### config.mk
export PLATFORM = sky130hd
export DESIGN_NAME = debug_pipeline_controller_flat
export DESIGN_NICKNAME = d
export VERILOG_FILES = /design/src/rtl/debug_pipeline_controller_if.sv /design/src/rtl/debug_pipeline_controller.sv /design/src/flat_wrapper.sv
export SDC_FILE = /design/constraint.sdc
export NUM_CORES = 1
export LEC_CHECK = 0
export BUFFER_PORTS_ARGS = -buffer_cell sky130_fd_sc_hd__buf_2
export CAP_MARGIN = 5
export CORE_MARGIN = 3
export CORE_UTILIZATION = 40
export DETAILED_ROUTE_END_ITERATION = 8
export GPL_ROUTABILITY_DRIVEN = 0
export SETUP_SLACK_MARGIN = 0.02
export SLEW_MARGIN = 20
export SYNTH_ARGS = -nofsm -noshare
export SYNTH_HDL_FRONTEND = slang
export SYNTH_SLANG_ARGS = --single-unit
### constraint.sdc
create_clock -name Clock -period 5.1 [get_ports Clock]
set_input_delay 0.255 -clock Clock [delete_from_list [all_inputs] [get_ports Clock]]
set_output_delay 0.255 -clock Clock [all_outputs]
set_load 0.01 [all_outputs]
### src/rtl/debug_pipeline_controller_if.sv
// Command and transmit byte handshakes between the debug controller and the UART.
interface debug_pipeline_controller_if;
  logic       Cmd_Valid;
  logic [7:0] Cmd_Code;
  logic       Cmd_Ready;
  logic [7:0] Tx_Data;
  logic       Tx_Valid;
  logic       Tx_Ready;

  modport master (output Cmd_Valid, Cmd_Code, Tx_Ready,
                  input  Cmd_Ready, Tx_Data, Tx_Valid);
  modport slave  (input  Cmd_Valid, Cmd_Code, Tx_Ready,
                  output Cmd_Ready, Tx_Data, Tx_Valid);
endinterface

### src/rtl/debug_pipeline_controller.sv
// Debug sequencer: run/step/halt gating of the pipeline and a byte-wise register dump
// through a borrowed register-file read port.
module debug_pipeline_controller #(
  parameter int NUM_REGS = 32
) (
  input  logic        Clock,
  input  logic        Reset,
  debug_pipeline_controller_if.slave bus,
  input  logic        Halt_Detected,
  output logic        PipeEnable,
  output logic        DbgRegSel,
  output logic [4:0]  DbgRegAddr,
  input  logic [31:0] DbgRegData,
  output logic        Halted,
  output logic [31:0] CycleCount
);

  typedef enum logic [2:0] {IDLE, RUN, STEP, DUMP_ADDR, DUMP_SEND} state_t;

  localparam logic [7:0] CMD_CONT = 8'h63;
  localparam logic [7:0] CMD_STEP = 8'h73;
  localparam logic [7:0] CMD_DUMP = 8'h64;
  localparam logic [7:0] CMD_HALT = 8'h68;

  state_t      state, stateNext;
  logic [4:0]  regIdx;
  logic [1:0]  byteCnt;
  logic [31:0] shiftReg;
  logic [31:0] cycleCnt;
  logic        cmdAccept, txFire, lastByte, lastReg;

  assign cmdAccept  = bus.Cmd_Valid && bus.Cmd_Ready;
  assign txFire     = bus.Tx_Valid && bus.Tx_Ready;
  assign lastByte   = (byteCnt == 2'd3);
  assign lastReg    = (regIdx == 5'(NUM_REGS - 1));
  assign CycleCount = cycleCnt;

  always_ff @(posedge Clock or posedge Reset) begin
    if (Reset) state <= IDLE;
    else       state <= stateNext;
  end

  always_comb begin
    stateNext = state;
    unique case (state)
      IDLE: if (cmdAccept) begin
        if (bus.Cmd_Code == CMD_CONT)      stateNext = RUN;
        else if (bus.Cmd_Code == CMD_STEP) stateNext = STEP;
        else if (bus.Cmd_Code == CMD_DUMP) stateNext = DUMP_ADDR;
      end
      // A halt instruction and an 'h' command land in the same place, so no priority needed
      RUN:       if (Halt_Detected || (cmdAccept && bus.Cmd_Code == CMD_HALT)) stateNext = IDLE;
      STEP:      stateNext = IDLE;
      DUMP_ADDR: stateNext = DUMP_SEND;
      DUMP_SEND: if (txFire && lastByte) stateNext = lastReg ? IDLE : DUMP_ADDR;
      default:   stateNext = IDLE;
    endcase
  end

  always_comb begin
    PipeEnable    = (state == RUN) || (state == STEP);
    DbgRegSel     = (state == DUMP_ADDR);
    DbgRegAddr    = (state == DUMP_ADDR) ? regIdx : 5'd0;
    bus.Tx_Valid  = (state == DUMP_SEND);
    bus.Tx_Data   = (state == DUMP_SEND) ? shiftReg[31:24] : 8'd0;
    bus.Cmd_Ready = (state == IDLE) || (state == RUN);
    Halted        = (state == IDLE);
  end

  // Dump datapath: register index, byte counter and MSB-first shift register
  always_ff @(posedge Clock or posedge Reset) begin
    if (Reset) begin
      regIdx   <= 5'd0;
      byteCnt  <= 2'd0;
      shiftReg <= 32'd0;
    end else begin
      unique case (state)
        IDLE: if (cmdAccept && bus.Cmd_Code == CMD_DUMP) regIdx <= 5'd0;
        DUMP_ADDR: begin
          shiftReg <= DbgRegData;
          byteCnt  <= 2'd0;
        end
        DUMP_SEND: if (txFire) begin
          shiftReg <= {shiftReg[23:0], 8'd0};
          byteCnt  <= byteCnt + 2'd1;
          if (lastByte) regIdx <= lastReg ? 5'd0 : regIdx + 5'd1;
        end
        default: ;
      endcase
    end
  end

  always_ff @(posedge Clock or posedge Reset) begin
    if (Reset)           cycleCnt <= 32'd0;
    else if (PipeEnable) cycleCnt <= cycleCnt + 32'd1;
  end

endmodule

### src/flat_wrapper.sv
// flat-port wrapper written by rule: the top's interface ports become plain ports
module debug_pipeline_controller_flat 
#(
  parameter int NUM_REGS = 32
)
  (Clock, Reset, Halt_Detected, PipeEnable, DbgRegSel, DbgRegAddr, DbgRegData, Halted, CycleCount, bus_Cmd_Valid, bus_Cmd_Code, bus_Tx_Ready, bus_Cmd_Ready, bus_Tx_Data, bus_Tx_Valid);
  debug_pipeline_controller_if bus_i ();
  input  logic Clock;
  input  logic Reset;
  input  logic Halt_Detected;
  output logic PipeEnable;
  output logic DbgRegSel;
  output logic [4:0] DbgRegAddr;
  input  logic [31:0] DbgRegData;
  output logic Halted;
  output logic [31:0] CycleCount;
  input wire logic [$bits(bus_i.Cmd_Valid)-1:0] bus_Cmd_Valid;
  input wire logic [$bits(bus_i.Cmd_Code)-1:0] bus_Cmd_Code;
  input wire logic [$bits(bus_i.Tx_Ready)-1:0] bus_Tx_Ready;
  output wire logic [$bits(bus_i.Cmd_Ready)-1:0] bus_Cmd_Ready;
  output wire logic [$bits(bus_i.Tx_Data)-1:0] bus_Tx_Data;
  output wire logic [$bits(bus_i.Tx_Valid)-1:0] bus_Tx_Valid;
  assign bus_i.Cmd_Valid = bus_Cmd_Valid;
  assign bus_i.Cmd_Code = bus_Cmd_Code;
  assign bus_i.Tx_Ready = bus_Tx_Ready;
  assign bus_Cmd_Ready = bus_i.Cmd_Ready;
  assign bus_Tx_Data = bus_i.Tx_Data;
  assign bus_Tx_Valid = bus_i.Tx_Valid;
  debug_pipeline_controller #(.NUM_REGS(NUM_REGS)) u_core (.Clock(Clock), .Reset(Reset), .bus(bus_i), .Halt_Detected(Halt_Detected), .PipeEnable(PipeEnable), .DbgRegSel(DbgRegSel), .DbgRegAddr(DbgRegAddr), .DbgRegData(DbgRegData), .Halted(Halted), .CycleCount(CycleCount));
endmodule
==> summary.md <==
| Metric | Value |
|---|---|
| Status | `complete, no violations` |
| Cell taking the most area after synthesis | `dfrtp_1` |
| Setup violations, final | `0` |
| Top cells by area, synth | `dfrtp_1 51%, mux2i_1 6.7%, xnor2_1 5.6%` |
| Worst EP required | `4.85 ns` |
| Switching pwr | `0.000628 W` |
| HP Class | `in -> reg` |
| Post-synth top area share | `0.514` |
| Fmax | `0.408 GHz` |
| Final Max Tran Viols | `0` |
| Share of cells above drive strength 1 | `0.294` |
| Number of remaining DRC errors | `0` |
| CP endpoint kind | `output pin` |
| Post-CTS Setup Bufs | `0` |
| CP arrival | `2.19 ns` |
| Combinational share of power | `0.286` |
| WL per Instance | `14.0 µm` |
| Most used flip-flop cell after synthesis | `dfrtp_1` |
| Slew Limit Headroom | `0.381` |
| Number of routed nets with antenna violations | `0` |
| MaxCap Viol Count | `0` |
| Clock power share | `0.268` |
| EDFF count, synth | `0` |
| Die height | `101 µm` |
| Final Hold Fails | `0` |
| CTS tree | `done` |
| Synth Register Bits | `74` |
| Critical-path maximum fanout | `39` |
| First-pass DRT Iterations | `4` |
| Area used by multi-input combinational logic | `1640 µm²` |
| Drt via density | `4.89` |
| Fin crit share | `0.480` |
| DIE WIDTH | `101 µm` |
| Clock Path Buffers | `2` |
| Vias in the first global route | `2535` |
| Global-route wire length before repair | `12500 µm` |
| Worst-margin pin slew | `0.929 ns` |
| Critical path launch point type | `flip-flop` |
| Antenna diode count | `0` |
| RSZ-0062 raised after global routing | `false` |
| Num CTS Buffers | `9` |
| Post-Syn Area | `3610 µm²` |
| Flop pwr share | `0.447` |
| Dpl ws | `2.66 ns` |
| Switching Fraction | `0.326` |
| Register area share after synthesis | `0.514` |
| Clock Sinks | `74` |
| Clock latency on the worst-skew pair | `0.34 ns` |
| Number of placement rows | `34` |
| Power Density | `440 nW/µm²` |
| Cts repair resizes | `0` |
| Post-Synthesis Cells | `333` |
| Die footprint | `10200 µm²` |
| Final worst slack | `2.65 ns` |
| Final wirelength | `7530 µm` |
| Average cell area after synthesis | `10.8 µm²` |
| Initial Utilization | `0.413` |
| Setup TNS | `0 ns` |
| Root Buffer | `clkbuf_8` |
| Int Power | `0.00130 W` |
| Synthesis-to-finish area growth | `21.5%` |
| CORE AREA | `8720 µm²` |
| Final HPWL DP | `5410 µm` |
| IO Pins | `95` |
| Port Buffers | `94` |
| H-tree depth reported by CTS | `3` |
| CTS Hold Bufs | `0` |
| Crit path time final | `2.45 ns` |
| Final Util | `0.502` |
| Syn nets | `382` |
| Max VDD drop | `216 µV` |
| Nets | `473` |
| Worst hold margin | `0.142 ns` |
| Vias | `2627` |
| Pleak | `2.20 nW` |
| Type of the worst setup path | `reg -> out` |
| Yosys cell types | `45` |
| Global route total overflow | `0` |
| Ys async rst share | `1.00` |
| Total global-route track usage | `0.154` |
| Initial antenna violation count | `0` |
| Fin Clk Skew | `0.0121 ns` |
| Largest net degree at the start of global routing | `75` |
| FF+latch area | `1850 µm²` |
| Filler cells | `796` |
| CTS clock-pin slew for the worst setup and hold paths | `0.07 ns` |
| Setup slack, reg-to-reg | `2.71 ns` |
| Initial DRC Count | `91` |
| Synth warnings | `0` |
==> power by group through the flow <==
stage	clock network, W	registers, W	logic (W)
CTS	0.000532	0.000861	0.000560
finish	0.000516	0.000860	0.000550
detailed placement	0	0.000872	0.000557
global placement	0	0.000864	0.000532
floorplan	0	0.000830	0.000450
global route	0.000555	0.000887	0.000625
==> per-layer routing <==
layer	GRT usage	wire, µm	vias to the layer above
li1	-	-	1332
met1	0.222	3620	1223
met2	0.223	3390	61
met3	0.0325	404	11
met4	0.0665	116	0
met5	0	0	-
==> cell type report <==
class / instances / area share
Clock inverter: 4 / 0.0169
Sequential cell: 74 / 0.423
Clock buffer: 12 / 0.0354
Multi-Input combinational cell: 238 / 0.374
Timing Repair Buffer: 96 / 0.115
Inverter: 5 / 0.00428
Tap cell: 108 / 0.0308
==> final timing paths <==
kind	startpoint	endpoint	cells after the start
hold reg to reg	u_core.CycleCount[31]	u_core.CycleCount[31]	1
setup reg to reg	u_core.state[1]	u_core.shiftReg[23]	7
min in group asynchronous	Reset	u_core.CycleCount[14]	3
hold / removal	DbgRegData[2]	u_core.shiftReg[2]	2
setup / recovery	u_core.state[1]	bus_Tx_Data[1]	5
max in group asynchronous	Reset	u_core.regIdx[3]	3
==> critical path, stage by stage, from the launching register on <==
cell	delay (ns)
dfrtp_1	0.47
nor2_2	0.21
nand2_1	0.12
inv_2	0.69
and2_1	0.23
buf_2	0.13
==> cell usage in the layout, fill, tap and decap left out, drive strengths merged, types with 9 or more instances in the layout <==
master	Yosys	layout
and2	18	18
buf	12	96
clkbuf	4	12
dfrtp	74	74
mux2i	24	24
nand2	48	48
nand3	9	9
nand4	9	9
nor2	12	12
o21ai	33	33
xnor2	23	23
xor2	10	10
==> synth_stat cells, types with 3 or more instances <==
master,instances
and3_1,7
mux2i_1,24
a22o_1,8
nand4_1,8
nor2_1,10
xor2_1,10
inv_1,4
nand2b_1,5
xnor2_1,23
and2_1,18
buf_4,6
nand3_1,9
dfrtp_1,74
o21ai_1,11
and4_1,3
o21ai_0,22
nand2_1,48
buf_2,4
clkbuf_1,4
ha_1,4
==> flip-flops by register name (all words and copies together), names as in the netlist <==
register	flops
u_core.CycleCount	32
u_core.shiftReg	32
u_core.regIdx	5
u_core.state	3
u_core.byteCnt	2
==> cells by family (layout without fill, tap and decap cells) <==
logic type,count (synthesis),after routing,synth area share
adder cells (fa/ha/maj),4,4,0.0139
AO/OA/AOI/OAI,48,48,0.0843
AND/OR/NAND/NOR,127,127,0.202
multiplexers,26,26,0.0729
XOR/XNOR,33,33,0.0802
buffers and inverters,21,117,0.0337
flip-flops,74,74,0.514
==> through the flow <==
stage	power, W	std cells	area [µm²]
global placement	0.00140	520	4120
detailed placement	0.00143	521	4150
floorplan	0.00128	333	3610
global route	0.00207	537	4380
finish	0.00193	537	4380
CTS	0.00195	537	4380
No activity file was read; power rests on OpenSTA's default activity.
